## src/rtl/m_freq_meter_if.sv

```systemverilog
// Processor read-port bus for m_freq_meter: address, read strobe and
// registered read data.
interface m_freq_meter_if;
  logic [7:0] port_id;
  logic       read_strobe;
  logic [7:0] in_port;

  // Processor side drives address and strobe, samples read data
  modport master (output port_id, output read_strobe, input in_port);
  // Peripheral side decodes address and strobe, returns read data
  modport slave (input port_id, input read_strobe, output in_port);
endinterface

```

## src/rtl/m_freq_meter.sv

```systemverilog
// m_freq_meter: counts rising edges of an asynchronous SIGNAL over a gate
// window of GATE_CYCLES clocks and exposes the latched count byte-wise on
// the processor read port at BASE..BASE+3.
// Optional interrupt output is enabled with `define M_FREQ_METER_IRQ_EN.
module m_freq_meter #(
  parameter logic [7:0]  BASE        = 8'h00,
  parameter int unsigned GATE_CYCLES = 1000000,
  parameter int unsigned CNT_WIDTH   = 24
) (
  input  logic          clk,
  input  logic          reset,
  m_freq_meter_if.slave bus,
  input  logic          SIGNAL,
  input  logic          ENABLE
`ifdef M_FREQ_METER_IRQ_EN
  ,
  output logic          INTERRUPT,
  input  logic          interrupt_ack
`endif
);

  localparam int unsigned         TMR_W    = $clog2(GATE_CYCLES);
  localparam logic [TMR_W-1:0]    TMR_LAST = TMR_W'(GATE_CYCLES - 1);
  localparam logic [CNT_WIDTH-1:0] CNT_MAX = '1;

  typedef enum logic {S_IDLE, S_GATE} state_e;

  state_e               state_q, state_d;
  logic                 sync1_q, sync2_q, hist_q;
  logic [CNT_WIDTH-1:0] count_q, count_d;
  logic [CNT_WIDTH-1:0] result_q, result_d;
  logic [TMR_W-1:0]     timer_q, timer_d;
  logic                 ovf_pend_q, ovf_pend_d;
  logic                 ovf_q, ovf_d;
  logic                 ready_q, ready_d;
  logic [15:0]          shadow_q, shadow_d;
  logic [7:0]           in_port_q, in_port_d;
`ifdef M_FREQ_METER_IRQ_EN
  logic                 irq_q, irq_d;
`endif

  logic                 edge_c;
  logic                 sat_c;
  logic [CNT_WIDTH-1:0] cnt_next_c;
  logic [8:0]           off_c;
  logic                 hit_c;
  logic [1:0]           sel_c;
  logic                 rd_c;
  logic [23:0]          result_ext_c;

  // Address offset computed 9 bits wide so addresses below BASE never alias
  assign off_c        = {1'b0, bus.port_id} - {1'b0, BASE};
  assign hit_c        = (off_c < 9'd4);
  assign sel_c        = off_c[1:0];
  assign rd_c         = bus.read_strobe & hit_c;
  assign result_ext_c = 24'(result_q);
  assign edge_c       = sync2_q & ~hist_q;
  assign sat_c        = edge_c & (count_q == CNT_MAX);
  assign cnt_next_c   = sat_c ? count_q : count_q + CNT_WIDTH'(edge_c);
  assign bus.in_port  = in_port_q;
`ifdef M_FREQ_METER_IRQ_EN
  assign INTERRUPT    = irq_q;
`endif

  // Two-flop synchronizer plus edge-detect history
  always_ff @(posedge clk) begin
    if (reset) begin
      sync1_q <= 1'b0;
      sync2_q <= 1'b0;
      hist_q  <= 1'b0;
    end else begin
      sync1_q <= SIGNAL;
      sync2_q <= sync1_q;
      hist_q  <= sync2_q;
    end
  end

  // State register
  always_ff @(posedge clk) begin
    if (reset) state_q <= S_IDLE;
    else       state_q <= state_d;
  end

  // Next state, gate counting, register-map reads; window end overrides read clears
  always_comb begin
    state_d    = state_q;
    count_d    = count_q;
    timer_d    = timer_q;
    ovf_pend_d = ovf_pend_q;
    result_d   = result_q;
    ovf_d      = ovf_q;
    ready_d    = ready_q;
    shadow_d   = shadow_q;
    in_port_d  = 8'h00;
`ifdef M_FREQ_METER_IRQ_EN
    irq_d      = irq_q;
    if (interrupt_ack) irq_d = 1'b0;
`endif

    if (hit_c) begin
      case (sel_c)
        2'd0:    in_port_d = result_ext_c[7:0];
        2'd1:    in_port_d = shadow_q[7:0];
        2'd2:    in_port_d = shadow_q[15:8];
        default: in_port_d = {5'b0, (state_q == S_GATE), ovf_q, ready_q};
      endcase
    end

    if (rd_c && (sel_c == 2'd0)) shadow_d = result_ext_c[23:8];
    if (rd_c && (sel_c == 2'd2)) begin
      ready_d = 1'b0;
      ovf_d   = 1'b0;
`ifdef M_FREQ_METER_IRQ_EN
      irq_d   = 1'b0;
`endif
    end

    case (state_q)
      S_IDLE: begin
        count_d    = '0;
        timer_d    = '0;
        ovf_pend_d = 1'b0;
        if (ENABLE) state_d = S_GATE;
      end
      S_GATE: begin
        if (!ENABLE) begin
          state_d    = S_IDLE;
          count_d    = '0;
          timer_d    = '0;
          ovf_pend_d = 1'b0;
        end else if (timer_q == TMR_LAST) begin
          result_d   = cnt_next_c;
          ovf_d      = ovf_pend_q | sat_c;
          ready_d    = 1'b1;
          count_d    = '0;
          timer_d    = '0;
          ovf_pend_d = 1'b0;
`ifdef M_FREQ_METER_IRQ_EN
          irq_d      = 1'b1;
`endif
        end else begin
          timer_d    = timer_q + TMR_W'(1);
          count_d    = cnt_next_c;
          ovf_pend_d = ovf_pend_q | sat_c;
        end
      end
    endcase
  end

  // Datapath and register-map registers
  always_ff @(posedge clk) begin
    if (reset) begin
      count_q    <= '0;
      timer_q    <= '0;
      ovf_pend_q <= 1'b0;
      result_q   <= '0;
      ovf_q      <= 1'b0;
      ready_q    <= 1'b0;
      shadow_q   <= '0;
      in_port_q  <= 8'h00;
`ifdef M_FREQ_METER_IRQ_EN
      irq_q      <= 1'b0;
`endif
    end else begin
      count_q    <= count_d;
      timer_q    <= timer_d;
      ovf_pend_q <= ovf_pend_d;
      result_q   <= result_d;
      ovf_q      <= ovf_d;
      ready_q    <= ready_d;
      shadow_q   <= shadow_d;
      in_port_q  <= in_port_d;
`ifdef M_FREQ_METER_IRQ_EN
      irq_q      <= irq_d;
`endif
    end
  end

endmodule

```

## src/flat_wrapper.sv

```systemverilog
// flat-port wrapper written by rule: the top's interface ports become plain ports
module m_freq_meter_flat 
#(
  parameter logic [7:0]  BASE        = 8'h00,
  parameter int unsigned GATE_CYCLES = 1000000,
  parameter int unsigned CNT_WIDTH   = 24
)
  (clk, reset, SIGNAL, ENABLE, bus_port_id, bus_read_strobe, bus_in_port);
  m_freq_meter_if bus_i ();
  input  logic clk;
  input  logic reset;
  input  logic SIGNAL;
  input  logic ENABLE;
  input wire logic [$bits(bus_i.port_id)-1:0] bus_port_id;
  input wire logic [$bits(bus_i.read_strobe)-1:0] bus_read_strobe;
  output wire logic [$bits(bus_i.in_port)-1:0] bus_in_port;
  assign bus_i.port_id = bus_port_id;
  assign bus_i.read_strobe = bus_read_strobe;
  assign bus_in_port = bus_i.in_port;
  m_freq_meter #(.BASE(BASE), .GATE_CYCLES(GATE_CYCLES), .CNT_WIDTH(CNT_WIDTH)) u_core (.clk(clk), .reset(reset), .bus(bus_i), .SIGNAL(SIGNAL), .ENABLE(ENABLE));
endmodule
```

## config.mk

```make
export PLATFORM = sky130hd
export DESIGN_NAME = m_freq_meter_flat
export DESIGN_NICKNAME = d
export VERILOG_FILES = /design/src/rtl/m_freq_meter_if.sv /design/src/rtl/m_freq_meter.sv /design/src/flat_wrapper.sv
export SDC_FILE = /design/constraint.sdc
export NUM_CORES = 1
export LEC_CHECK = 0
export BUFFER_PORTS_ARGS = -buffer_cell sky130_fd_sc_hd__buf_2
export CAP_MARGIN = 15
export CORE_MARGIN = 1
export CORE_UTILIZATION = 40
export CTS_CLUSTER_DIAMETER = 60
export DETAILED_ROUTE_END_ITERATION = 7
export HOLD_SLACK_MARGIN = 0.12
export SYNTH_ARGS = -nofsm -noshare
export SYNTH_HDL_FRONTEND = slang
export SYNTH_SLANG_ARGS = --single-unit
```

## constraint.sdc

```tcl
create_clock -name clk -period 2.1 [get_ports clk]
set_clock_uncertainty 0.2 [all_clocks]
set_input_delay 0.105 -clock clk [delete_from_list [all_inputs] [get_ports clk]]
set_output_delay 0.105 -clock clk [all_outputs]
set_load 0.03 [all_outputs]
```

Yosys cells after proc, flatten, opt, wreduce, memory -nomap -nowiden:

Index checks and enable logic that the tools add are counted.

* bits in registers: 99
* input bits: 13
* output and inout bits: 8
* logic and storage cells: 51

* $add $sub $neg: 2
* $lt $le $gt $ge: 1
* equal/unequal tests: 4
* muxes and demuxes: 20
* bitwise gates (word level): 7
* reductions and logical operators: 5

Operators with widths (number)
* 24-bit two-way mux: 3
* 24-bit case mux with 2 select lines: 1
* 20-bit two-way mux: 2
* 20-bit case mux with 2 select lines: 1
* 24-bit by 1-bit adder with 24-bit output: 1
* 24-bit == test (second input constant): 1
* 8-bit case mux with 3 select lines: 1
* 20-bit by 1-bit adder with 20-bit output (second input constant): 1
* 20-bit == test (second input constant): 1
* 1-bit two-way mux: 11
* 8-bit by 3-bit < comparator with 1-bit output (second input constant): 1
* 1-bit bitwise AND: 3
* 1-bit inverter: 3
* 3-bit AND reduction: 1
* 2-bit by 1-bit == test with 1-bit output (second input constant): 1
* 2-bit == test (second input constant): 1
* 1-bit logical AND: 2
* 2-bit zero test: 1
* 1-bit case mux with 2 select lines: 1
* 2-bit OR reduction: 1
* 1-bit OR: 1

Depth between registers and ports, before layout:

* word-level depth: 7
* depth in mapped cells: 10
* depth with buffers taken out: 8

Worst setup path before layout:

No wires, ideal clock.

* kind: register to register
* start point: register u_core.sync2_q
* end point: register u_core.result_q[22], in the netlist u_core.result_ext_c[22]
* library setup time: 0.086 ns
* arrival: 1.840 ns
* required time: 1.814 ns
* path slack: -0.025 ns
* stages on the path, launching flop included: 11
* path buffers: 2
* clock period less this slack: 2.125 ns
* cells stage by stage: dfxtp_1 > nor2b_1 > ha_1 > ha_1 > and3_1 > clkbuf_1 > and3_1 > buf_2 > nand3_1 > xor2_1 > a211oi_1

* cells in the longest elaborated chain, start to end: 3
* elaborated cells between the ends (all ways): 4
* classes of those cells: add/sub (1); mux (1); bitwise (2)

RTL lines
* start, declared: line m_freq_meter.sv:29 `logic sync1_q, sync2_q, hist_q;`
* start signal, assigned: line m_freq_meter.sv:73 `sync2_q <= sync1_q;`
* 1-bit bitwise AND *: line m_freq_meter.sv:57 `assign edge_c = sync2_q & ~hist_q;`
* 24-bit by 1-bit adder with 24-bit output or 1-bit bitwise AND (tied branches): line m_freq_meter.sv:59, m_freq_meter.sv:58
* 24-bit two-way mux *: line m_freq_meter.sv:59 `assign cnt_next_c = sat_c ? count_q : count_q + CNT_WIDTH'(edge_c);`
* end signal, assigned: line m_freq_meter.sv:168 `result_q <= result_d;`
* end, declared: line m_freq_meter.sv:31 `logic [CNT_WIDTH-1:0] result_q, result_d;`

Mark *: on every way between the ends. The rest lies on a longest branch, timed or not.
A chain may end at the register's enable or synchronous reset.

Worst setup path in the final report:

* start point: register u_core.sync2_q
* end point: register u_core.result_q[21], in the netlist u_core.result_ext_c[21]

Same word-level chain as after synthesis.

==> metrics.cfg <==
[finish]
area_growth_pct = 25.53
layout.cells.most_common = nor2_1
antenna_cells = 0
nets = 504
drive_above_1_share_pct = 24.54
final_cells = 626
layout_common_cells = nor2_1, dfxtp_1, buf_4

[clocking]
clk_pin_slew_worst_paths_ns = 0.09
cts_tree = yes
cts_buffers = 9
cts_root_buf = clkbuf_8
cts_max_path_buffers = 2
clk_latency_ns = 0.37
clock-sinks = 99
htreeDepth = 3

[die]
dieArea_um2 = 10380
rows = 36
core_area_um2 = 9729
io_pins = 21
die_h_um = 101.9
die_x_um = 101.9
start_util_pct = 41.01

[timing]
holdWs_ns = 0.1300
setup_violations = 13
drv_slew = 0
fin_crit_ns = 2.196
fin_ws_ns = -0.09621
max_clock_freq_mhz = 455.3
finalCritPeriodShare_pct = 104.6
rsz0062_at_grt = yes
hold_viol = 0
tightest_slew_ns = 0.3905
relSlewSlack_pct = 73.91

[synth]
async_flop_share_pct = 0
synth_top_area_share_pct = 49.67
ys.flop_type = dfxtp_1
ys_warn_count = 0
synth_edf_count = 0
ys_ff_latch = 99
avgSynthCellArea_um2 = 9.388
synth_area_leaders = dfxtp_1, nor2_1, mux2i_1, xor2_1, a211oi_1
synthesis.nets = 441
ys_seq_area_share_pct = 49.67
synth_area_um2 = 3990
synth_cells = 425
ys_types = 40
yosysTopAreaCell = dfxtp_1

[power]
leakage_nw = 1.927
ir_drop_uv = 269.8
p_per_area_nw_per_um2 = 633.0

[drt]
num_vias = 3032
firstDrtPassIters = 4
drt_iter0_drc = 120
vias_per_cell = 4.843
ant_nets = 0
wl_per_cell_um = 13.26
routed_wl_um = 8299
drc = 0

[global_route]
grt_pass1_vias = 2846
gr-usage-all-layers_pct = 17.14
antenna_found_initial = 0
grt_overflow_total = 0
grt_max_degree = 46
grt_first_pass_wirelength_um = 13520

[flow_run]
cap_violations = 0

[placement]
gp_routability_congestion = 0.8218
dp_cells = 590
io_buffer_count = 20
hpwlAfterDp_um = 5690

[setup_path]
crit_arrival_ns = 2.29
cp-end-kind = flip-flop
cp.required_ns = 2.20
regToRegSetupSlack_ns = -0.1
rr_worst_depth = 9
crit_fanout = 4
crit_type = reg -> reg
startpoint_type = flip-flop

[status]
outcome = finished, violations left
violations = negative setup slack

[worst_hold_path]
hold_depth = 5
hp-class = in -> reg

-- worst paths after layout --
path / startpoint / endpoint
hold reg to reg: u_core.sync1_q / u_core.sync2_q
setup / recovery: u_core.sync2_q / u_core.result_ext_c[21]
setup reg to reg: u_core.sync2_q / u_core.result_ext_c[21]
hold / removal: bus_port_id[0] / u_core.bus.in_port[3]
-- report_power, final --
group / internal [mW] / switching (mW)
combinational: 0.0327 / 0.0434
sequential: 1.88 / 0.00232
clock: 0.553 / 0.659
-- registers in the layout (all words and copies together) (netlist names), 8 cells and up --
register	flops
u_core.count_q	24
u_core.result_ext_c	24
u_core.timer_q	20
u_core.shadow_q	16
u_core.bus.in_port	8
-- cell families after synthesis --
logic type      Yosys count  synth area share (%)
xor+xnor                 37                 8.122
simple gates            199                 24.55
buf+inv                  23                 2.696
flops                    99                 49.67
fa+ha+maj                 3                0.9408
compound gates           39                 6.805
mux                      25                 7.212
-- area by class of cell --
type / instances / area, µm²
multi-input combinational: 303 / 2103
sequential: 99 / 1986
fill: 886 / 4721
inverter: 3 / 11.26
tap: 133 / 166.4
clock inverter: 6 / 65.06
timing repair buffer: 72 / 549.3
clock buffer: 10 / 127.6
-- metrics by stage --
step	area, µm²	util, %	TNS (ns)	worst slack [ns]	total power [mW]
after global routing	5009	51.48	-3.207	-0.2268	3.297
after detailed placement	4433	45.56	-0.1090	-0.04063	1.989
after CTS	4755	48.87	-0.07422	-0.05124	3.197
after floorplan	3991	-	0	0.03388	1.964
after global placement	4433	45.56	-0.09399	-0.06783	1.990
final	5009	51.48	-0.6255	-0.09621	3.170
-- layer usage --
layer | up-vias | routed length, µm | GRT usage [%]
li1 | 1582 | - | -
met1 | 1397 | 4330 | 23.63
met2 | 45 | 3635 | 25.83
met3 | 8 | 205 | 3.488
met4 | 0 | 127 | 7.912
met5 | - | 0 | 0
-- synthesized netlist by cell type, types with 2 or more instances --
cell type / count
a211oi_1: 19
nor3_2: 3
nand4_1: 12
o211ai_1: 2
xnor2_1: 14
o21ai_0: 4
a211oi_2: 3
ha_1: 3
nor3_1: 5
buf_2: 5
dfxtp_1: 99
a21oi_1: 10
nor2_1: 107
clkbuf_1: 12
and2_1: 2
buf_4: 2
mux4_2: 3
nor4_1: 2
nand2b_1: 2
mux2i_1: 22
inv_1: 3
xor2_1: 23
and3_1: 6
nand3_1: 19
nor2b_1: 11
nand2_1: 18
-- critical path, cell delays in order, from the launching register on --
cell and delay, ns:
dfxtp_2 0.35, nor2b_4 0.15, ha_4 0.13, nand4_1 0.15
nor4_4 0.38, nand4b_4 0.18, buf_4 0.18, nor2_4 0.09
xnor2_2 0.09, a211oi_2 0.21
-- repair_timing --
action / CTS / global route
setup buffers: 0 / 11
hold buffers: 9 / 0
setup endpoints to repair: 10 / 38
pin swaps: 0 / 15
endpoints found under the hold margin: 54 / 0
gates resized for setup: 7 / 34
No activity file was read; power rests on OpenSTA's default activity.
